$ cat config.mk
export PLATFORM = sky130hd
export DESIGN_NAME = ldpc_ber_monitor
export DESIGN_NICKNAME = d
export VERILOG_FILES = /design/src/rtl/ldpc_ber_pkg.sv /design/src/rtl/ldpc_ber_popcount.sv /design/src/rtl/ldpc_ber_monitor.sv
export SDC_FILE = /design/constraint.sdc
export NUM_CORES = 1
export LEC_CHECK = 0
export BUFFER_PORTS_ARGS = -buffer_cell sky130_fd_sc_hd__buf_2
export CAP_MARGIN = 20
export CORE_AREA = 5 5 224 171
export CTS_BUF_LIST = sky130_fd_sc_hd__clkbuf_4
export DETAILED_ROUTE_END_ITERATION = 8
export DIE_AREA = 0 0 229 176
export PLACE_DENSITY = 0.84
export SLEW_MARGIN = 15
export SYNTH_ARGS = -nofsm -noshare
export SYNTH_HDL_FRONTEND = slang
export SYNTH_SLANG_ARGS = --single-unit
$ cat constraint.sdc
create_clock -name clk -period 7.56 [get_ports clk]
set_input_delay 0 -clock clk [delete_from_list [all_inputs] [get_ports clk]]
set_output_delay 0 -clock clk [all_outputs]
set_load 0.005 [all_outputs]
$ cat src/rtl/ldpc_ber_pkg.sv
// ldpc_ber_pkg: shared types and helpers for the LDPC BER monitor.
//   state_e   : measurement FSM states
//   pc_width  : bits needed to hold a popcount of 'lanes' bits
//   sat_add   : add two values and clamp at the all-ones value of width w (w <= 64)
package ldpc_ber_pkg;

    typedef enum logic [1:0] {
        ST_IDLE = 2'd0,
        ST_RUN  = 2'd1,
        ST_DONE = 2'd2
    } state_e;

    function automatic int pc_width(input int lanes);
        return $clog2(lanes + 1);
    endfunction

    function automatic logic [63:0] sat_add(input logic [63:0] a, input logic [63:0] b,
                                            input int w);
        logic [64:0] s;
        logic [63:0] mx;
        mx = (w >= 64) ? {64{1'b1}} : ((64'd1 << w) - 64'd1);
        s  = {1'b0, a} + {1'b0, b};
        return (s > {1'b0, mx}) ? mx : s[63:0];
    endfunction

endpackage

$ cat src/rtl/ldpc_ber_popcount.sv
// ldpc_ber_popcount: registered population count, 1 cycle latency.
//   clk, rst : clock, synchronous active-high reset
//   in_bits  : LANES-bit word to count
//   count    : number of ones in in_bits from the previous cycle
module ldpc_ber_popcount
    import ldpc_ber_pkg::*;
#(
    parameter int LANES = 56,
    parameter int PC_W  = pc_width(LANES)
) (
    input  logic             clk,
    input  logic             rst,
    input  logic [LANES-1:0] in_bits,
    output logic [PC_W-1:0]  count
);

    logic [PC_W-1:0] count_d, count_q;

    // Plain bit sum; synthesis balances it into an adder tree.
    always_comb begin
        count_d = '0;
        for (int i = 0; i < LANES; i++) begin
            count_d = count_d + PC_W'(in_bits[i]);
        end
    end

    always_ff @(posedge clk) begin
        if (rst) count_q <= '0;
        else     count_q <= count_d;
    end

    assign count = count_q;

endmodule

$ cat src/rtl/ldpc_ber_monitor.sv
// ldpc_ber_monitor: bit/frame error-rate monitor for LDPC decoder measurement.
// Buffers reference words in a small FIFO, compares each decoded word with the
// FIFO head and accumulates saturating error statistics over a frame window.
//   cfg_frames            : frames per measurement (0 = until abort)
//   meas_start/meas_abort : start (clear + RUN) / abort (flush + IDLE) pulses
//   ref_valid/ref_ready/ref_bits : reference word input
//   dec_valid/dec_bits/dec_success/dec_iters : decoder result input
//   busy, done            : FSM in RUN / DONE
//   frames_seen, bit_errors, frame_errors, undet_errors, sync_err : statistics
//   iter_sum, iter_max    : iteration stats, built only when
//                           LDPC_BER_MON_ITER_STATS_EN is defined, else 0
// Pipeline: dec cycle XOR -> reg, popcount -> reg, counter update; counters
// reflect a frame two cycles after its dec_valid is sampled.
module ldpc_ber_monitor
    import ldpc_ber_pkg::*;
#(
    parameter int LANES     = 56,
    parameter int REF_DEPTH = 4,
    parameter int CNT_W     = 32,
    parameter int FRM_W     = 24,
    parameter int ITER_W    = 5
) (
    input  logic              clk,
    input  logic              rst,
    input  logic [FRM_W-1:0]  cfg_frames,
    input  logic              meas_start,
    input  logic              meas_abort,
    input  logic              ref_valid,
    output logic              ref_ready,
    input  logic [LANES-1:0]  ref_bits,
    input  logic              dec_valid,
    input  logic [LANES-1:0]  dec_bits,
    input  logic              dec_success,
    input  logic [ITER_W-1:0] dec_iters,
    output logic              busy,
    output logic              done,
    output logic [FRM_W-1:0]  frames_seen,
    output logic [CNT_W-1:0]  bit_errors,
    output logic [FRM_W-1:0]  frame_errors,
    output logic [FRM_W-1:0]  undet_errors,
    output logic              sync_err,
    output logic [CNT_W-1:0]  iter_sum,
    output logic [ITER_W-1:0] iter_max
);

    localparam int PC_W  = pc_width(LANES);
    localparam int PTR_W = $clog2(REF_DEPTH);
    localparam int OCC_W = PTR_W + 1;

    state_e state_q, state_d;

    logic [LANES-1:0] mem_q [REF_DEPTH];
    logic [PTR_W-1:0] wr_ptr_q, wr_ptr_d, rd_ptr_q, rd_ptr_d;
    logic [OCC_W-1:0] occ_q, occ_d;
    logic go, full, empty, ref_rdy, push, pop, dec_acc, upd, f_err, u_err;

    logic             s1_vld_q, s1_vld_d, s1_sync_q, s1_sync_d, s1_succ_q, s1_succ_d;
    logic [LANES-1:0] s1_xor_q, s1_xor_d;
    logic             s2_vld_q, s2_vld_d, s2_sync_q, s2_sync_d, s2_succ_q, s2_succ_d;
    logic [PC_W-1:0]  pc;

    logic [FRM_W-1:0] frames_q, frames_d, ferr_q, ferr_d, uerr_q, uerr_d;
    logic [CNT_W-1:0] bits_q, bits_d;
    logic             sync_q, sync_d;

    // Control and reference FIFO. Full uses the registered occupancy, so a
    // push is refused while full even if a pop happens in the same cycle.
    always_comb begin
        go      = meas_start && !meas_abort && (state_q != ST_RUN);
        full    = (occ_q == OCC_W'(REF_DEPTH));
        empty   = (occ_q == '0);
        ref_rdy = (state_q == ST_RUN) && !full;
        push    = ref_valid && ref_rdy && !meas_abort;
        dec_acc = dec_valid && (state_q == ST_RUN) && !meas_abort;
        pop     = dec_acc && !empty;
        wr_ptr_d = wr_ptr_q;
        rd_ptr_d = rd_ptr_q;
        occ_d    = occ_q;
        if (go || meas_abort) begin
            wr_ptr_d = '0;
            rd_ptr_d = '0;
            occ_d    = '0;
        end else begin
            if (push) wr_ptr_d = wr_ptr_q + PTR_W'(1);
            if (pop)  rd_ptr_d = rd_ptr_q + PTR_W'(1);
            occ_d = occ_q + OCC_W'(push) - OCC_W'(pop);
        end
    end

    // Stages 1 and 2. An empty FIFO yields a zero XOR so the frame adds no
    // bit errors but is still flagged through the sync bit.
    always_comb begin
        s1_vld_d  = dec_acc;
        s1_xor_d  = empty ? '0 : (dec_bits ^ mem_q[rd_ptr_q]);
        s1_sync_d = empty;
        s1_succ_d = dec_success;
        s2_vld_d  = s1_vld_q && !meas_abort;
        s2_sync_d = s1_sync_q;
        s2_succ_d = s1_succ_q;
    end

    ldpc_ber_popcount #(.LANES(LANES), .PC_W(PC_W)) u_popcount (
        .clk     (clk),
        .rst     (rst),
        .in_bits (s1_xor_q),
        .count   (pc)
    );

    // Stage 3: counters and FSM. Frames still in flight when the window
    // closes (state no longer RUN) are dropped.
    always_comb begin
        upd    = s2_vld_q && (state_q == ST_RUN) && !meas_abort;
        f_err  = (pc != '0) || !s2_succ_q || s2_sync_q;
        u_err  = (pc != '0) && s2_succ_q;
        frames_d = frames_q;
        bits_d   = bits_q;
        ferr_d   = ferr_q;
        uerr_d   = uerr_q;
        sync_d   = sync_q;
        state_d  = state_q;
        if (go) begin
            frames_d = '0;
            bits_d   = '0;
            ferr_d   = '0;
            uerr_d   = '0;
            sync_d   = 1'b0;
        end else if (upd) begin
            frames_d = FRM_W'(sat_add(64'(frames_q), 64'd1, FRM_W));
            bits_d   = CNT_W'(sat_add(64'(bits_q), 64'(pc), CNT_W));
            if (f_err) ferr_d = FRM_W'(sat_add(64'(ferr_q), 64'd1, FRM_W));
            if (u_err) uerr_d = FRM_W'(sat_add(64'(uerr_q), 64'd1, FRM_W));
            if (s2_sync_q) sync_d = 1'b1;
        end
        if (meas_abort)
            state_d = ST_IDLE;
        else if (go)
            state_d = ST_RUN;
        else if (upd && (cfg_frames != '0) && (frames_d == cfg_frames))
            state_d = ST_DONE;
    end

    always_ff @(posedge clk) begin
        if (push) mem_q[wr_ptr_q] <= ref_bits;
    end

    always_ff @(posedge clk) begin
        if (rst) begin
            state_q   <= ST_IDLE;
            wr_ptr_q  <= '0;
            rd_ptr_q  <= '0;
            occ_q     <= '0;
            s1_vld_q  <= 1'b0;
            s1_xor_q  <= '0;
            s1_sync_q <= 1'b0;
            s1_succ_q <= 1'b0;
            s2_vld_q  <= 1'b0;
            s2_sync_q <= 1'b0;
            s2_succ_q <= 1'b0;
            frames_q  <= '0;
            bits_q    <= '0;
            ferr_q    <= '0;
            uerr_q    <= '0;
            sync_q    <= 1'b0;
        end else begin
            state_q   <= state_d;
            wr_ptr_q  <= wr_ptr_d;
            rd_ptr_q  <= rd_ptr_d;
            occ_q     <= occ_d;
            s1_vld_q  <= s1_vld_d;
            s1_xor_q  <= s1_xor_d;
            s1_sync_q <= s1_sync_d;
            s1_succ_q <= s1_succ_d;
            s2_vld_q  <= s2_vld_d;
            s2_sync_q <= s2_sync_d;
            s2_succ_q <= s2_succ_d;
            frames_q  <= frames_d;
            bits_q    <= bits_d;
            ferr_q    <= ferr_d;
            uerr_q    <= uerr_d;
            sync_q    <= sync_d;
        end
    end

`ifdef LDPC_BER_MON_ITER_STATS_EN
    logic [ITER_W-1:0] s1_iters_q, s2_iters_q, imax_q, imax_d;
    logic [CNT_W-1:0]  isum_q, isum_d;

    always_comb begin
        isum_d = isum_q;
        imax_d = imax_q;
        if (go) begin
            isum_d = '0;
            imax_d = '0;
        end else if (upd) begin
            isum_d = CNT_W'(sat_add(64'(isum_q), 64'(s2_iters_q), CNT_W));
            if (s2_iters_q > imax_q) imax_d = s2_iters_q;
        end
    end

    always_ff @(posedge clk) begin
        if (rst) begin
            s1_iters_q <= '0;
            s2_iters_q <= '0;
            isum_q     <= '0;
            imax_q     <= '0;
        end else begin
            s1_iters_q <= dec_iters;
            s2_iters_q <= s1_iters_q;
            isum_q     <= isum_d;
            imax_q     <= imax_d;
        end
    end

    assign iter_sum = isum_q;
    assign iter_max = imax_q;
`else
    logic unused_iters;
    assign unused_iters = ^dec_iters;
    assign iter_sum     = '0;
    assign iter_max     = '0;
`endif

    assign ref_ready    = ref_rdy;
    assign busy         = (state_q == ST_RUN);
    assign done         = (state_q == ST_DONE);
    assign frames_seen  = frames_q;
    assign bit_errors   = bits_q;
    assign frame_errors = ferr_q;
    assign undet_errors = uerr_q;
    assign sync_err     = sync_q;

endmodule
=== Yosys cells after proc, flatten, opt, wreduce, memory -nomap -nowiden ===
Memories as Yosys holds them, arrays and structs flattened. A register that Yosys moved wholly into a read port is not among the register bits.
Cells that the tools add are included.

* Register bits after elaboration: 182
* Bits in writable memories: 224
* Input bits: 148
* Output and inout bits: 145
* Logic and storage cells: 137
* Memories kept: 1

{| class="wikitable"
|+ Memories
! memory !! depth !! bits a word !! read ports !! clocked after memory_dff !! wr ports !! line !! text
|-
| mem_q || 4 || 56 || 1 || 1 || 1 || ldpc_ber_monitor.sv:52 || <nowiki>logic [LANES-1:0] mem_q [REF_DEPTH];</nowiki>
|}

* Add/sub/neg operators: 63
* $lt $le $gt $ge: 4
* Eq/ne operators: 5
* Muxes and demuxes: 12
* Bitwise logic cells: 1
* Reductions and logical operators: 33

{| class="wikitable"
|+ Operators with widths
! cell !! count
|-
| 6-bit by 1-bit adder with 6-bit output || 54
|-
| 24-bit 2-to-1 mux || 5
|-
| 24-bit by 1-bit adder with 25-bit output (second input constant) || 3
|-
| 25-bit by 24-bit > comparator with 1-bit output (second input constant) || 3
|-
| 56-bit bitwise XOR || 1
|-
| 32-bit by 6-bit adder with 33-bit output || 1
|-
| 33-bit by 32-bit > comparator with 1-bit output (second input constant) || 1
|-
| 32-bit 2-to-1 mux || 1
|-
| 24-bit equality test || 1
|-
| 24-bit nonzero test || 1
|-
| 1-bit logical AND || 14
|-
| 2-bit OR reduction || 4
|-
| 2-bit AND reduction || 3
|-
| 6-bit nonzero test || 1
|-
| 2-bit by 1-bit adder with 2-bit output (second input constant) || 2
|-
| 1-bit zero test || 4
|-
| 1-bit 2-to-1 mux || 4
|-
| 2-bit 2-to-1 mux || 2
|-
| 3-bit by 1-bit adder with 3-bit output || 1
|-
| 3-bit equality test (second input constant) || 1
|-
| 3-bit zero test || 1
|-
| 1-bit logical OR || 3
|-
| 3-bit OR reduction || 1
|-
| 3-bit by 1-bit subtractor with 3-bit output || 1
|-
| 5 further kinds || 5
|}

=== Depth between registers and ports, before layout ===
* Depth in word-level cells: 55
* Gate-level depth with buffers: 21
* Mapped depth without buffers: 21

=== By module ===
From an unflattened synthesis, not the netlist that was laid out.

* Cells, all modules: 1643
* Area total of the unflattened synthesis: 19426.1 µm²

{| class="wikitable"
|+ By module, submodules not included
! module !! times used !! cells each !! area each (µm²) !! seq. area each (µm²)
|-
| ldpc_ber_monitor || 1 || 1485 || 17785.8 || 10289.9
|-
| ldpc_ber_popcount || 1 || 158 || 1640.3 || 120.1
|}

=== Least setup slack after synthesis ===
Ideal clock, no wire load.

* Path kind: reg-to-reg
* Start point: register s1_xor_q[0]
* End point: register u_popcount.count_q[5] (netlist: u_popcount.count[5])
* Library setup time: 0.128 ns
* Data arrival time: 5.234 ns
* Required time: 7.432 ns
* Setup slack: 2.198 ns
* Stages on the path, launching flop included: 20
* Buffers on the path: 0
* Period minus slack after synthesis: 5.362 ns
* Path through: dfxtp_1 -> ha_1 -> inv_1 -> fa_1 -> fa_1 -> inv_1 -> fa_1 -> fa_1 -> fa_1 -> fa_1 -> inv_1 -> fa_1 -> inv_1 -> ha_1 -> a21o_1 -> a21oi_1 -> o21bai_1 -> a21oi_1 -> xor2_1 -> nor2_1

* Cells in the longest elaborated chain, start to end: 55

{| class="wikitable"
|+ Ends and longest elaborated chain
! element !! line !! text
|-
| start, declared || ldpc_ber_monitor.sv:58 || <nowiki>logic [LANES-1:0] s1_xor_q, s1_xor_d;</nowiki>
|-
| start signal, assigned || ldpc_ber_monitor.sv:170 || <nowiki>s1_xor_q <= s1_xor_d;</nowiki>
|-
| 1-bit by 1-bit adder with 2-bit output || ldpc_ber_popcount.sv:23 || <nowiki>count_d = count_d + PC_W'(in_bits[i]);</nowiki>
|-
| 6-bit by 1-bit adder with 6-bit output (54 in series) || ldpc_ber_popcount.sv:23 ||
|-
| end signal, assigned || ldpc_ber_popcount.sv:29 || <nowiki>else count_q <= count_d;</nowiki>
|-
| end, declared || ldpc_ber_popcount.sv:17 || <nowiki>logic [PC_W-1:0] count_d, count_q;</nowiki>
|}

Every way passes these cells.
A chain may end at the register's enable or synchronous reset.

=== Final worst setup path ===
Ends and elaborated chain as after synthesis.

==> qor.yml <==
clocking:
  post_cts_resized: 0
  cts_sinks: 408
  numCtsBuffers: 98
  clk_pin_slew_worst_paths_ns: 0.07
  cts_max_level: 3
  cts_tree: "done"
  clock_tree.buffer_depth: 3
  clock-root-buffer: "clkbuf_4"
  clk_latency_ns: 0.85
timing:
  rsz0062_at_grt: "false"
  final-setup-viol-count: 0
  max_slew_margin_pct: 29.2
  post-route-min-period_ns: 5.78
  hold_violations: 0
  max_freq_mhz: 173
  slew_violations: 0
  skew_ns: 0.0533
  fin_setup_tns_ns: 0
  fin_ws_ns: 1.78
  worst_pin_slew_ns: 1.06
  finalCritPeriodShare_pct: 76.4
min_path:
  worst_hold_path_type: "in -> reg"
  hold_depth: 4
  min_from: "dec_bits[7]"
  hold_end: "s1_xor_q[7]$_SDFF_PP0_"
placement:
  dp_slack_ns: 1.91
  postPlaceCellArea_mm2: 0.0209
  io_buffers: 250
  place.gp.congestion: 0.903
  dp_hpwl_mm: 33.5
  place_inst: 2309
routing:
  drtIter0Drc: 1490
  drc_errors: 0
  drt_first_pass_iters: 7
  num_vias: 15725
  viasPerCell: 5.77
  routed_wl_mm: 58.3
  wl_per_cell_um: 21.4
  postRouteAntennaNets: 0
die:
  die_h_um: 176
  io_pins: 293
  start_util_pct: 54.5
  core-area_mm2: 0.0357
  die_x_um: 229
  rows: 60
  die_area_mm2: 0.0403
yosys:
  synth_top_cell_area_share_pct: 34.6
  synth_async_sr_flop_share_pct: 0
  syn_area_per_cell_um2: 11.7
  synthTopCellsByCount: "edfxtp_1 (224), dfxtp_1 (184), nor2_1 (176), inv_1 (115), a21oi_1 (97)"
  seq_area_frac_synth_pct: 53.6
  synth-main-ff-cell: "edfxtp_1"
  synth_cell_types: 78
  syn_area_mm2: 0.0194
  synth-edff-count: 224
  yosysWarnings: 0
  synth_seq_cells: 408
  synth_cells: 1657
  synth.most_common_cell: "edfxtp_1"
  yosysTopAreaCell: "edfxtp_1"
  synth.area.top_cells: "edfxtp_1 (35%), dfxtp_1 (19%), mux4_2 (6.5%)"
power_and_ir_drop:
  p_per_area_mw_per_mm2: 186
  peakVddDrop_v: 0.000197
  leakage_nw: 9.47
worst_setup_path:
  slowest_delay_ns: 0.60
  reg2regPathDepth: 19
  r2r-start: "s1_xor_q[0]$_SDFF_PP0_"
  critical_path_required_ns: 8.22
  critPathCaptureType: "flop"
  rr_endpoint: "u_popcount.count[5]$_SDFF_PP0_"
  crit_slowest_cell: "fa_1"
  crit_path_cell_trace: "ha_1, inv_1, fa_1, fa_1, fa_1, inv_1, fa_1, fa_1, fa_1, inv_1, fa_1, inv_1, ha_1, a21o_1, a21oi_1, o21bai_1, a21oi_1, xor2_1, nor2_1"
  crit_fanout: 2
  setup.worst_path.class: "reg -> reg"
  path_buf_inv: 4
  start_kind: "flop"
  crit_family: "adder cells"
  rrSetupSlack_ns: 1.78
  worstPathArrival_ns: 6.43
  path_common_cell: "fa_1"
flow_run:
  maxCapViolations: 0
cells_and_area:
  area_delta_synth_final_pct: 26.7
  fillers: 2405
  post-route-util_pct: 69.0
  final_cells: 2724
  num-nets-final: 2401
  drive_gt1_share_pct: 22.9
  final_area_mm2: 0.0246
global_route:
  grt_pass1_vias: 15918
  overflow: 0
  grt_max_degree: 72
  antenna_found_initial: 3
  grt_usage_pct: 28.2
  grt_pass1_wl_mm: 89.5
outcome:
  status: "completed"
## layout by cell type (no fill, tap or decap), types with 8 or more instances in the layout
| master | netlist | final |
|---|---|---|
| nand3_1 | 51 | 51 |
| nand4_1 | 26 | 26 |
| a21oi_1 | 97 | 96 |
| nand2b_1 | 12 | 11 |
| edfxtp_1 | 224 | 224 |
| xnor2_1 | 83 | 83 |
| dlygate4sd3_1 | 0 | 230 |
| mux4_2 | 56 | 56 |
| a211oi_1 | 27 | 27 |
| o21ai_0 | 62 | 61 |
| and3_1 | 35 | 35 |
| ha_1 | 31 | 31 |
| fa_1 | 48 | 48 |
| clkbuf_4 | 0 | 150 |
| buf_2 | 15 | 250 |
| nor4_1 | 16 | 16 |
| dfxtp_1 | 184 | 182 |
| nor3_1 | 31 | 31 |
| nand2_1 | 51 | 51 |
| a311oi_1 | 21 | 21 |
| a31oi_1 | 19 | 18 |
| conb_1 | 1 | 37 |
| buf_4 | 37 | 15 |
| a21o_1 | 8 | 8 |
| inv_1 | 115 | 115 |
| and2_1 | 21 | 17 |
| nor2_1 | 176 | 176 |
| clkinv_1 | 0 | 19 |
| nor2b_1 | 9 | 9 |
| xor2_1 | 17 | 17 |
## repair_timing
action | 4_1_cts | 5_1_grt
hold buffers | 230 | 0
hold endpoints to repair | 343 | 0
setup buffers | 0 | 0
## power by group
| group | internal [mW] | switching, mW | leakage (nW) |
|---|---|---|---|
| logic | 0.133 | 0.112 | 5.17 |
| clock network | 1.02 | 0.983 | 0.803 |
| registers | 2.34 | 0.00295 | 3.50 |
## worst reg2reg max path, stage by stage (launching register included)
cell and delay [ns]:
dfxtp_1 0.32, ha_1 0.32, inv_1 0.09, fa_1 0.43, fa_1 0.49, fa_1 0.43, inv_1 0.12, fa_1 0.48
fa_1 0.53, fa_1 0.54, inv_1 0.05, fa_1 0.60, inv_1 0.07, ha_1 0.29, a21o_1 0.18, a21oi_1 0.21
o21bai_1 0.09, a21oi_1 0.17, xor2_1 0.15, nor2_1 0.05
## registers in the layout, indices dropped and copies added (netlist names), 2 cells and up, named ones only
register,count
frame_errors,24
wr_ptr_q,2
bit_errors,32
u_popcount.count,6
s1_xor_q,56
state_q,2
occ_q,3
mem_q,224
undet_errors,24
frames_seen,24
rd_ptr_q,2
## routing by layer
layer  track usage (%)  part of all wire [%]
met1              35.1                    38
met2              48.7                    50
met5                 0                     0
met4              9.82                   3.2
met3              6.90                   8.4
## logic make-up (layout without fill, tap and decap cells)
logic type	Yosys count	count (layout)	share of synthesized area [%]
AOI/OAI and AO/OA	301	301	10.0
xor gates and xnor gates	100	100	4.51
adders and majority gates	79	79	6.94
buffers and inverters	229	792	5.27
DFF	408	408	53.6
muxes	63	63	6.85
other	1	40	0.0193
and+or+nand+nor	476	476	12.8
## final cells by class
class	count	area (um2)	area share, %
flip-flops and latches	408	10400	42.3
multi-input cells	1056	8160	33.1
repair buffers	495	3670	14.9
clock buffers	150	1130	4.57
well taps	465	582	2.36
inverters	115	432	1.75
clock inverters	32	238	0.966
diodes	3	7.51	0.0305
## stage by stage
| step | hold WS [ns] | total power [mW] |
|---|---|---|
| final | 0.0890 | 4.59 |
| after global routing | 0.0611 | 4.77 |
| after CTS | 0.000747 | 4.55 |
| after detailed placement | 0.219 | 2.53 |
| after global placement | 0.210 | 2.52 |
| after floorplan | 0.0989 | 2.46 |
## worst max path at each step
stage | start | to | slack, ns | cells after the start
6_report | s1_xor_q[0]$_SDFF_PP0_ | u_popcount.count[5]$_SDFF_PP0_ | 1.78 | 19
5_1_grt | s1_xor_q[0]$_SDFF_PP0_ | u_popcount.count[5]$_SDFF_PP0_ | 1.51 | 19
4_1_cts | s1_xor_q[0]$_SDFF_PP0_ | u_popcount.count[5]$_SDFF_PP0_ | 1.87 | 19
3_5_place_dp | s1_xor_q[0]$_SDFF_PP0_ | u_popcount.count[5]$_SDFF_PP0_ | 1.91 | 19
3_3_place_gp | s1_xor_q[0]$_SDFF_PP0_ | u_popcount.count[5]$_SDFF_PP0_ | 2.03 | 19
2_1_floorplan | s1_xor_q[0]$_SDFF_PP0_ | u_popcount.count[5]$_SDFF_PP0_ | 2.20 | 19
(Power assumes the default switching activity.)
